--- src/rtl/rename_ckpt.sv ---
// Single-wide register rename: RAT, circular free list, physical ready table and
// a branch checkpoint stack for mispredict recovery. Rename is combinational.
module rename_ckpt #(
    parameter int unsigned ARCH_REGS = 32,
    parameter int unsigned PHYS_REGS = 64,
    parameter int unsigned NUM_CKPT  = 4,
    localparam int unsigned AW = $clog2(ARCH_REGS),
    localparam int unsigned PW = $clog2(PHYS_REGS),
    localparam int unsigned TW = $clog2(NUM_CKPT)
) (
    input  logic          clk_i,
    input  logic          rst_ni,
    input  logic          dec_valid_i,
    output logic          dec_ready_o,
    input  logic          dec_rs1_valid_i,
    input  logic          dec_rs2_valid_i,
    input  logic [AW-1:0] dec_rs1_i,
    input  logic [AW-1:0] dec_rs2_i,
    input  logic          dec_rd_valid_i,
    input  logic [AW-1:0] dec_rd_i,
    input  logic          dec_is_branch_i,
    output logic          ren_valid_o,
    output logic [PW-1:0] ren_rs1_p_o,
    output logic [PW-1:0] ren_rs2_p_o,
    output logic          ren_rs1_rdy_o,
    output logic          ren_rs2_rdy_o,
    output logic          ren_rd_valid_o,
    output logic [PW-1:0] ren_rd_p_o,
    output logic [PW-1:0] ren_rd_old_p_o,
    output logic [TW-1:0] ren_br_tag_o,
    input  logic          wb_valid_i,
    input  logic [PW-1:0] wb_preg_i,
    input  logic          cmt_valid_i,
    input  logic [PW-1:0] cmt_old_preg_i,
    input  logic          br_valid_i,
    input  logic [TW-1:0] br_tag_i,
    input  logic          br_mispredict_i
);
    localparam int unsigned FL_DEPTH = PHYS_REGS - ARCH_REGS;
    localparam int unsigned FIW      = (FL_DEPTH > 1) ? $clog2(FL_DEPTH) : 1;
    localparam int unsigned CW       = $clog2(FL_DEPTH + 1);
    localparam int unsigned KW       = TW + 1;
    localparam logic [PHYS_REGS-1:0] RDY_RST =
        {{(PHYS_REGS - ARCH_REGS){1'b0}}, {ARCH_REGS{1'b1}}};

    // Free-list pointers carry a wrap bit above the slot index.
    typedef logic [FIW:0] fptr_t;

    function automatic fptr_t fptr_inc(input fptr_t p);
        if (p[FIW-1:0] == FIW'(FL_DEPTH - 1)) begin
            return {~p[FIW], {FIW{1'b0}}};
        end
        return p + fptr_t'(1);
    endfunction

    logic [PW-1:0]        rat_q [ARCH_REGS];
    logic [PW-1:0]        rat_d [ARCH_REGS];
    logic [PW-1:0]        fl_q [FL_DEPTH];
    fptr_t                fl_head_q, fl_head_d, fl_tail_q, fl_tail_d;
    logic [CW-1:0]        fl_count_q, fl_count_d, fl_diff;
    logic [PHYS_REGS-1:0] rdy_q, rdy_d;
    logic [PW-1:0]        ckpt_rat_q [NUM_CKPT][ARCH_REGS];
    fptr_t                ckpt_fh_q [NUM_CKPT];
    logic [TW-1:0]        ckpt_head_q, ckpt_head_d, ckpt_tail_q, ckpt_tail_d;
    logic [KW-1:0]        ckpt_count_q, ckpt_count_d;

    logic alloc_needed, mispredict, hit, do_alloc, do_ckpt;

    always_comb begin
        alloc_needed = dec_rd_valid_i && (dec_rd_i != '0);
        mispredict   = br_valid_i && br_mispredict_i;
        hit          = br_valid_i && !br_mispredict_i;
        dec_ready_o  = !(alloc_needed && (fl_count_q == '0)) &&
                       !(dec_is_branch_i && (ckpt_count_q == KW'(NUM_CKPT))) &&
                       !mispredict;
        ren_valid_o  = dec_valid_i && dec_ready_o;
        do_alloc     = ren_valid_o && alloc_needed;
        do_ckpt      = ren_valid_o && dec_is_branch_i;
    end

    // RAT[0] is never written, so x0 sources resolve to p0 naturally.
    always_comb begin
        ren_rs1_p_o    = dec_rs1_valid_i ? rat_q[dec_rs1_i] : '0;
        ren_rs2_p_o    = dec_rs2_valid_i ? rat_q[dec_rs2_i] : '0;
        ren_rs1_rdy_o  = (ren_rs1_p_o == '0) || rdy_q[ren_rs1_p_o] ||
                         (wb_valid_i && (wb_preg_i == ren_rs1_p_o));
        ren_rs2_rdy_o  = (ren_rs2_p_o == '0) || rdy_q[ren_rs2_p_o] ||
                         (wb_valid_i && (wb_preg_i == ren_rs2_p_o));
        ren_rd_valid_o = do_alloc;
        ren_rd_p_o     = fl_q[fl_head_q[FIW-1:0]];
        ren_rd_old_p_o = rat_q[dec_rd_i];
        ren_br_tag_o   = ckpt_tail_q;
    end

    always_comb begin
        rat_d = rat_q;
        if (mispredict) begin
            rat_d = ckpt_rat_q[br_tag_i];
        end else if (do_alloc) begin
            rat_d[dec_rd_i] = ren_rd_p_o;
        end

        rdy_d = rdy_q;
        if (do_alloc) rdy_d[ren_rd_p_o] = 1'b0;
        if (wb_valid_i) rdy_d[wb_preg_i] = 1'b1;
    end

    always_comb begin
        fl_tail_d = cmt_valid_i ? fptr_inc(fl_tail_q) : fl_tail_q;
        if (mispredict) begin
            fl_head_d = ckpt_fh_q[br_tag_i];
        end else if (do_alloc) begin
            fl_head_d = fptr_inc(fl_head_q);
        end else begin
            fl_head_d = fl_head_q;
        end

        // Occupancy between restored head and (post-push) tail.
        if (fl_tail_d[FIW-1:0] >= fl_head_d[FIW-1:0]) begin
            fl_diff = CW'(fl_tail_d[FIW-1:0]) - CW'(fl_head_d[FIW-1:0]);
        end else begin
            fl_diff = CW'(fl_tail_d[FIW-1:0]) + CW'(FL_DEPTH) - CW'(fl_head_d[FIW-1:0]);
        end
        if ((fl_tail_d[FIW-1:0] == fl_head_d[FIW-1:0]) && (fl_tail_d[FIW] != fl_head_d[FIW])) begin
            fl_diff = CW'(FL_DEPTH);
        end

        if (mispredict) begin
            fl_count_d = fl_diff;
        end else begin
            fl_count_d = fl_count_q + CW'(cmt_valid_i) - CW'(do_alloc);
        end
    end

    // A mispredict consumes the resolving checkpoint and drops all younger ones.
    always_comb begin
        if (mispredict) begin
            ckpt_head_d  = br_tag_i + TW'(1);
            ckpt_tail_d  = br_tag_i + TW'(1);
            ckpt_count_d = {1'b0, ckpt_tail_d - ckpt_head_d};
        end else begin
            ckpt_head_d  = hit ? ckpt_head_q + TW'(1) : ckpt_head_q;
            ckpt_tail_d  = do_ckpt ? ckpt_tail_q + TW'(1) : ckpt_tail_q;
            ckpt_count_d = ckpt_count_q + KW'(do_ckpt) - KW'(hit);
        end
    end

    always_ff @(posedge clk_i or negedge rst_ni) begin
        if (!rst_ni) begin
            for (int i = 0; i < ARCH_REGS; i++) rat_q[i] <= PW'(i);
            for (int i = 0; i < FL_DEPTH; i++) fl_q[i] <= PW'(ARCH_REGS + i);
            fl_head_q    <= '0;
            fl_tail_q    <= {1'b1, {FIW{1'b0}}};
            fl_count_q   <= CW'(FL_DEPTH);
            rdy_q        <= RDY_RST;
            ckpt_head_q  <= '0;
            ckpt_tail_q  <= '0;
            ckpt_count_q <= '0;
        end else begin
            rat_q <= rat_d;
            if (cmt_valid_i) fl_q[fl_tail_q[FIW-1:0]] <= cmt_old_preg_i;
            fl_head_q    <= fl_head_d;
            fl_tail_q    <= fl_tail_d;
            fl_count_q   <= fl_count_d;
            rdy_q        <= rdy_d;
            ckpt_head_q  <= ckpt_head_d;
            ckpt_tail_q  <= ckpt_tail_d;
            ckpt_count_q <= ckpt_count_d;
        end
    end

    // Checkpoint payload is only meaningful while live, so it needs no reset.
    always_ff @(posedge clk_i) begin
        if (do_ckpt) begin
            ckpt_rat_q[ckpt_tail_q] <= rat_d;
            ckpt_fh_q[ckpt_tail_q]  <= fl_head_d;
        end
    end

    a_no_push_full: assert property (@(posedge clk_i) disable iff (!rst_ni)
        cmt_valid_i |-> (fl_count_q != CW'(FL_DEPTH)));
    a_no_resolve_empty: assert property (@(posedge clk_i) disable iff (!rst_ni)
        br_valid_i |-> (ckpt_count_q != '0));

endmodule

--- config.mk ---
export PLATFORM = sky130hd
export DESIGN_NAME = rename_ckpt
export DESIGN_NICKNAME = d
export VERILOG_FILES = /design/src/rtl/rename_ckpt.sv
export SDC_FILE = /design/constraint.sdc
export NUM_CORES = 2
export LEC_CHECK = 0
export ABC_AREA = 1
export CAP_MARGIN = 30
export CORE_ASPECT_RATIO = 1.2
export CORE_MARGIN = 1
export CORE_UTILIZATION = 60
export DETAILED_ROUTE_END_ITERATION = 8
export PLACE_DENSITY_LB_ADDON = 0.08
export SYNTH_ARGS = -nofsm -noshare
export SYNTH_HDL_FRONTEND = slang
export SYNTH_SLANG_ARGS = --single-unit
--- constraint.sdc ---
create_clock -name clk_i -period 19.6 [get_ports clk_i]
set_clock_uncertainty 0.2 [all_clocks]
set_input_delay 2.94 -clock clk_i [delete_from_list [all_inputs] [get_ports clk_i]]
set_output_delay 2.94 -clock clk_i [all_outputs]
set_load 0.01 [all_outputs]
Word level (Yosys, flattened, before mapping)
Memories as Yosys holds them, arrays and structs flattened.
Index checks and enable logic that the tools add are counted.
{"block": "op_classes", "n_lt_le_gt_ge": 14, "multipliers": 0, "n_addsub": 12, "n_reduce_logical": 30, "n_div": 0, "bitwise_logic": 10, "muxes": 51, "shift": 0, "eq_ne": 7}
{"op": "$bwmux W192", "count": 2}
{"op": "$mux W192", "count": 2}
{"op": "$mux W6", "count": 22}
{"op": "$mux W64", "count": 2}
{"op": "$bmux W6 S5", "count": 4}
{"op": "$and A64 B64 Y64", "count": 1}
{"op": "$not A64 Y64", "count": 1}
{"op": "$or A64 B64 Y64", "count": 1}
{"op": "$demux W6 S5", "count": 2}
{"op": "$ge A6 B6 Y1 const B", "count": 5}
{"op": "$not A5 Y6", "count": 5}
{"op": "$lt A6 B7 Y1 const B", "count": 4}
{"op": "$logic_not A6 Y1", "count": 3}
{"op": "$logic_and A1 B1 Y1", "count": 17}
{"op": "$add A6 B1 Y6 const B", "count": 2}
{"op": "$bmux W1 S6", "count": 2}
{"op": "$demux W1 S6", "count": 2}
{"op": "$eq A6 B6 Y1", "count": 2}
{"op": "$ge A6 B1 Y1 const B", "count": 2}
{"op": "$lt A6 B1 Y1 const B", "count": 2}
{"op": "$eq A5 B5 Y1 const B", "count": 2}
{"op": "$mux W1", "count": 10}
{"op": "$add A5 B6 Y6 const B", "count": 1}
{"op": "$add A6 B1 Y6", "count": 1}
{"op": "other kinds (18)", "count": 27}
{"block": "word_totals", "register_bits": 471, "memories": 2, "wordCells": 196, "mem_bits_rw": 792, "romBits": 0, "latch_bits": 0}
{"memory": "ckpt_rat_q", "depth": 4, "word_bits": 192, "rd": 1, "rd_ports_with_merged_regs": 0, "write_ports": 1, "line_no": "62", "rtl": "logic [PW-1:0] ckpt_rat_q [NUM_CKPT][ARCH_REGS];"}
{"memory": "ckpt_fh_q", "depth": 4, "word_bits": 6, "rd": 1, "rd_ports_with_merged_regs": 0, "write_ports": 1, "line_no": "63", "rtl": "fptr_t ckpt_fh_q [NUM_CKPT];"}

Depth between registers and ports, before layout
{"block": "depth", "depth_word": 17, "mapped_depth": 22, "mapped_depth_nobuf": 20}

Worst setup path after synthesis
OpenSTA, ideal clock, no wires.
{"block": "synth_path", "kind": "input -> register", "start": "input dec_rd_i[3]", "end": "memory ckpt_fh_q[0][0] (netlist bit), enable pin", "setup_time_ns": 0.760, "path_stages": 9, "arrival_ns": 12.113, "required_ns": 18.640, "n_path_buf": 0, "path_slack_ns": 6.527, "path_cell_list": "inv_2 -> nand3_4 -> o21ai_2 -> inv_2 -> nand4_1 -> nand3_2 -> inv_1 -> nand2_1 -> nor2_1"}
{"block": "synth_between", "elab_chain_len": 10}
{"item": "start: declaration", "line_no": "20", "rtl": "input logic [AW-1:0] dec_rd_i,"}
{"item": "$reduce_bool A5 Y1", "line_no": "70", "rtl": "alloc_needed = dec_rd_valid_i && (dec_rd_i != '0);"}
{"item": "$logic_and A1 B1 Y1", "line_no": "70"}
{"item": "$logic_and A1 B1 Y1", "line_no": "73", "rtl": "dec_ready_o = !(alloc_needed && (fl_count_q == '0)) &&"}
{"item": "$logic_not A1 Y1", "line_no": "73"}
{"item": "$logic_and A1 B1 Y1", "line_no": "73"}
{"item": "$logic_and A1 B1 Y1", "line_no": "74", "rtl": "!(dec_is_branch_i && (ckpt_count_q == KW'(NUM_CKPT))) &&"}
{"item": "$logic_and A1 B1 Y1", "line_no": "76", "rtl": "ren_valid_o = dec_valid_i && dec_ready_o;"}
{"item": "via ren_valid_o", "line_no": "22", "rtl": "output logic ren_valid_o,"}
{"item": "$logic_and A1 B1 Y1", "line_no": "78", "rtl": "do_ckpt = ren_valid_o && dec_is_branch_i;"}
{"item": "$mux W1", "line_no": "174", "rtl": "if (do_ckpt) begin"}
{"item": "$mux W1 (not written as such)", "line_no": "176", "rtl": "ckpt_fh_q[ckpt_tail_q] <= fl_head_d;"}
{"item": "end: declaration", "line_no": "63"}
The timed path passes the listed nets, and every way through them passes these cells.

Worst setup path after layout
{"block": "layout_path", "start": "input dec_rd_i[0]", "end": "output ren_rd_old_p_o[2]"}
{"block": "layout_between", "elab_chain_len": 4}
{"item": "$not A5 Y6 (not written as such)", "line_no": "91", "rtl": "ren_rd_old_p_o = rat_q[dec_rd_i];"}
{"item": "$bmux W6 S5", "line_no": "91"}
{"item": "$mux W6 (not written as such) (2 in series)", "line_no": "91"}
{"item": "end: declaration", "line_no": "29", "rtl": "output logic [PW-1:0] ren_rd_old_p_o,"}
No other way between the ends. The select of a mux whose other input is x is not followed.

==> results by group <==
Run status
  • Outcome: completed

Detailed routing
  • Routed len/inst: 24.4 µm
  • Overall routed net length: 172,000 µm
  • Initial drt markers: 5,147
  • Total number of vias: 45,642
  • Drt drc: 0
  • Drt first pass iters: 6
  • Vias per inst: 6.47
  • ANT nets after route: 0

Placed design
  • Port Buffer Count: 70
  • GP Congestion: 0.981
  • HPWL after DPL: 106,000 µm
  • Cell total after placement: 6,823

Floorplan
  • Die height: 344 µm
  • Die footprint: 0.0987 mm²
  • Core Rows: 125
  • Io pins: 71
  • Initial core utilization: 60.5%
  • Die width: 287 µm
  • Core Area: 0.0967 mm²

Synth
  • Asr flop ratio synth: 37.3%
  • Number of flops mapped to enable cells by yosys: 792
  • Syn_area_per_cell: 9.99 µm²
  • Main synth FF type: edfxtp_1
  • Count of different cell masters after synthesis: 48
  • Post-synthesis cell count: 5,848
  • #FFs+latches synth: 1,263
  • Synthesized cell area: 0.0584 mm²
  • Syn Nets: 5,917
  • Sequential share of the synthesized area: 61.4%
  • Synth warnings: 0

Global routing
  • Global-route wire length before repair: 260,000 µm
  • GRT overflow: 0
  • Initial antenna violation count: 1
  • Total track usage: 34.7%
  • Vias in the first global route: 42,412
  • Largest net degree at the start of global routing: 195

STA
  • Setup TNS: 0 ns
  • Worst-Margin Slew: 1.08 ns
  • RSZ-0062 raised after global routing: false
  • Final Hold Viols: 0
  • Period utilisation layout: 52.7%
  • Highest clock rate: 0.0968 GHz
  • Final setup fails: 0
  • Period minus WS final: 10.33 ns
  • Final Max Tran Viols: 0
  • Max_slew headroom: 28.2%

CTS
  • Post-CTS Resized: 0
  • Worst-skew pair later-pin latency: 0.72 ns
  • Clk slew on worst S/H paths: 0.06 ns
  • Hold buffers post-CTS: 0
  • CTS buffer count: 118
  • Clock root cell: clkbuf_16
  • Post-CTS Setup Bufs: 0
  • H-Tree Depth: 3
  • Clock Sink Count: 1,263
  • CTS tree: yes
  • Max Root-Sink Buffers: 3

Finish
  • Antenna diodes: 0
  • Multi-input logic area: 0.0200 mm²
  • # fillers: 7,542
  • Layout cells sized above 1: 10.6%
  • Nets: 5,744
  • Reg area: 0.0359 mm²
  • Final Non-Filler Cells: 7,051
  • Area Overhead vs Synth: 9.32%

Worst setup path
  • Startpoint Class: primary input
  • CP max stage delay: 0.69 ns
  • Crit. End Element: primary output
  • RR Startpoint: fl_head_q[0]
  • Crit-path max FO: 50
  • Reg2Reg Depth: 14
  • Arr. time, crit path: 7.19 ns
  • Worst path required time: 16.46 ns
  • R2R setup slack: 14.27 ns
  • Crit Path Category: primary input to primary output
  • CP cell instances: buf_2, buf_4, inv_1, nand2_2, inv_1, buf_4, a22oi_1, nand3_1, a211oi_1, nand2_1, clkdlybuf4s50_1
  • Worst reg2reg endpoint: rdy_q[36]
  • Slowest cell on the critical path: inv_1

Power
  • Leak Pwr: 23.3 nW
  • Maximum vdd ir drop: 0.103 mV
  • Power Dens Cells: 123 mW/mm²

Job
  • Max Cap Viol: 0

Worst hold path
  • Hold depth: 2
  • Worst hold endpoint: fl_q[30]
  • Hold Path Class: register to register
  • Worst Hold Launch: fl_q[30]
==> worst max-delay path, delay by kind of cell <==
kind / cells / cell delay [ns]
compound gates: 2 / 0.73
buf+inv: 6 / 2.51
simple gates: 3 / 0.93
==> stage by stage <==
stage / total power (W) / worst slack, ns / cell area (µm²) / util [%] / hold slack, ns
after detailed placement: 0.00543 / 9.52 / 59600 / 61.7 / 0.268
after global placement: 0.00539 / 9.55 / 59500 / 61.5 / 0.261
final: 0.00788 / 9.27 / 63900 / 66.1 / 0.282
after CTS: 0.00786 / 9.51 / 63800 / 66.0 / 0.284
after global routing: 0.00819 / 9.13 / 63900 / 66.1 / 0.298
after floorplan: 0.00475 / 6.53 / 58400 / - / 0.248
==> Yosys cell counts (7+ instances only) <==
library cell  instances  area, µm²
nor2_2               25        156
nand3_1             394       1970
buf_4                32        240
clkbuf_1            303       1140
buf_2                98        490
nor2_1              281       1050
xor2_1                7       61.3
a32o_1              186       1860
o2111ai_1            11       96.3
o22ai_1              21        131
buf_1                13       48.8
nor3b_1               7       52.6
edfxtp_1            792      23800
dfstp_2             226       5940
a22oi_1              35        263
o21ai_0             633       3170
a21oi_1             279       1400
nor3_1               21        105
dfrtp_1             245       6130
inv_2                15       56.3
nand4_1              49        307
inv_1               169        634
nand2_1            1514       5680
o211ai_1            225       1690
nand3_2               8       80.1
ha_1                 26        325
a31oi_1              12       75.1
o221ai_1             46        403
o21ai_1             122        611
nand2_2               8       50.1
==> power by group <==
group,switching (W),internal [W],leakage [nW]
clock,0.00102,0.00143,2.07
sequential,0.000316,0.00343,12.6
combinational,0.00119,0.000490,8.57
total,0.00253,0.00535,23.3
==> routing by layer <==
metal | track usage [%] | up-vias | part of all wire, %
met5 | 0 | - | 0.0052
met4 | 18.3 | 2 | 5.9
met3 | 6.74 | 512 | 8.5
met2 | 54.8 | 2181 | 47
met1 | 45.8 | 22373 | 39
li1 | - | 20574 | -
==> logic make-up (layout without fill, tap and decap cells) <==
logic type | after synthesis | after routing | share of synthesized area (%)
and+or+nand+nor | 2322 | 2322 | 16.4
AOI/OAI and AO/OA | 1587 | 1587 | 16.8
DFF | 1263 | 1263 | 61.4
buffers and inverters | 639 | 572 | 4.58
adders and majority gates | 29 | 29 | 0.659
xor gates and xnor gates | 8 | 8 | 0.120
==> state kept, by name, indices dropped and copies added, names as in the netlist <==
name / count
ckpt_count_q: 3
ckpt_fh_q: 24
ckpt_rat_q: 768
fl_count_q: 6
fl_head_q: 6
fl_q: 192
fl_tail_q: 6
rat_q: 192
rdy_q: 64
ren_br_tag_o: 2
==> cell usage in the layout, fill, tap and decap left out, drive strengths merged, types with 148 or more instances in the layout <==
master / n
nand2: 1523
edfxtp: 792
o21ai: 759
nand3: 403
nor2: 309
a21oi: 279
dfrtp: 245
dfstp: 226
o211ai: 225
inv: 193
a32o: 186
clkbuf: 148
==> worst max-delay path by stage <==
stage,cells past startpoint,from,slack (ns),endpoint
finish,11,dec_rd_i[0],9.27,ren_rd_old_p_o[2]
global route,19,dec_rs1_i[1],9.13,ren_rs1_rdy_o
CTS,19,dec_rs1_i[1],9.51,ren_rs1_rdy_o
detailed placement,19,dec_rs1_i[1],9.52,ren_rs1_rdy_o
global placement,19,dec_rs1_i[1],9.55,ren_rs1_rdy_o
floorplan,9,dec_rd_i[3],6.53,ckpt_fh_q[0][0]
==> final cells by class <==
cell class	count	share of cell area, %
Clock inverter	78	1.47
Tap cell	1270	2.49
Inverter	189	1.14
Timing Repair Buffer	157	2.35
Clock buffer	148	5.13
Multi-Input combinational cell	3946	31.3
Sequential cell	1263	56.1
Power figures use the tool's default switching activity.
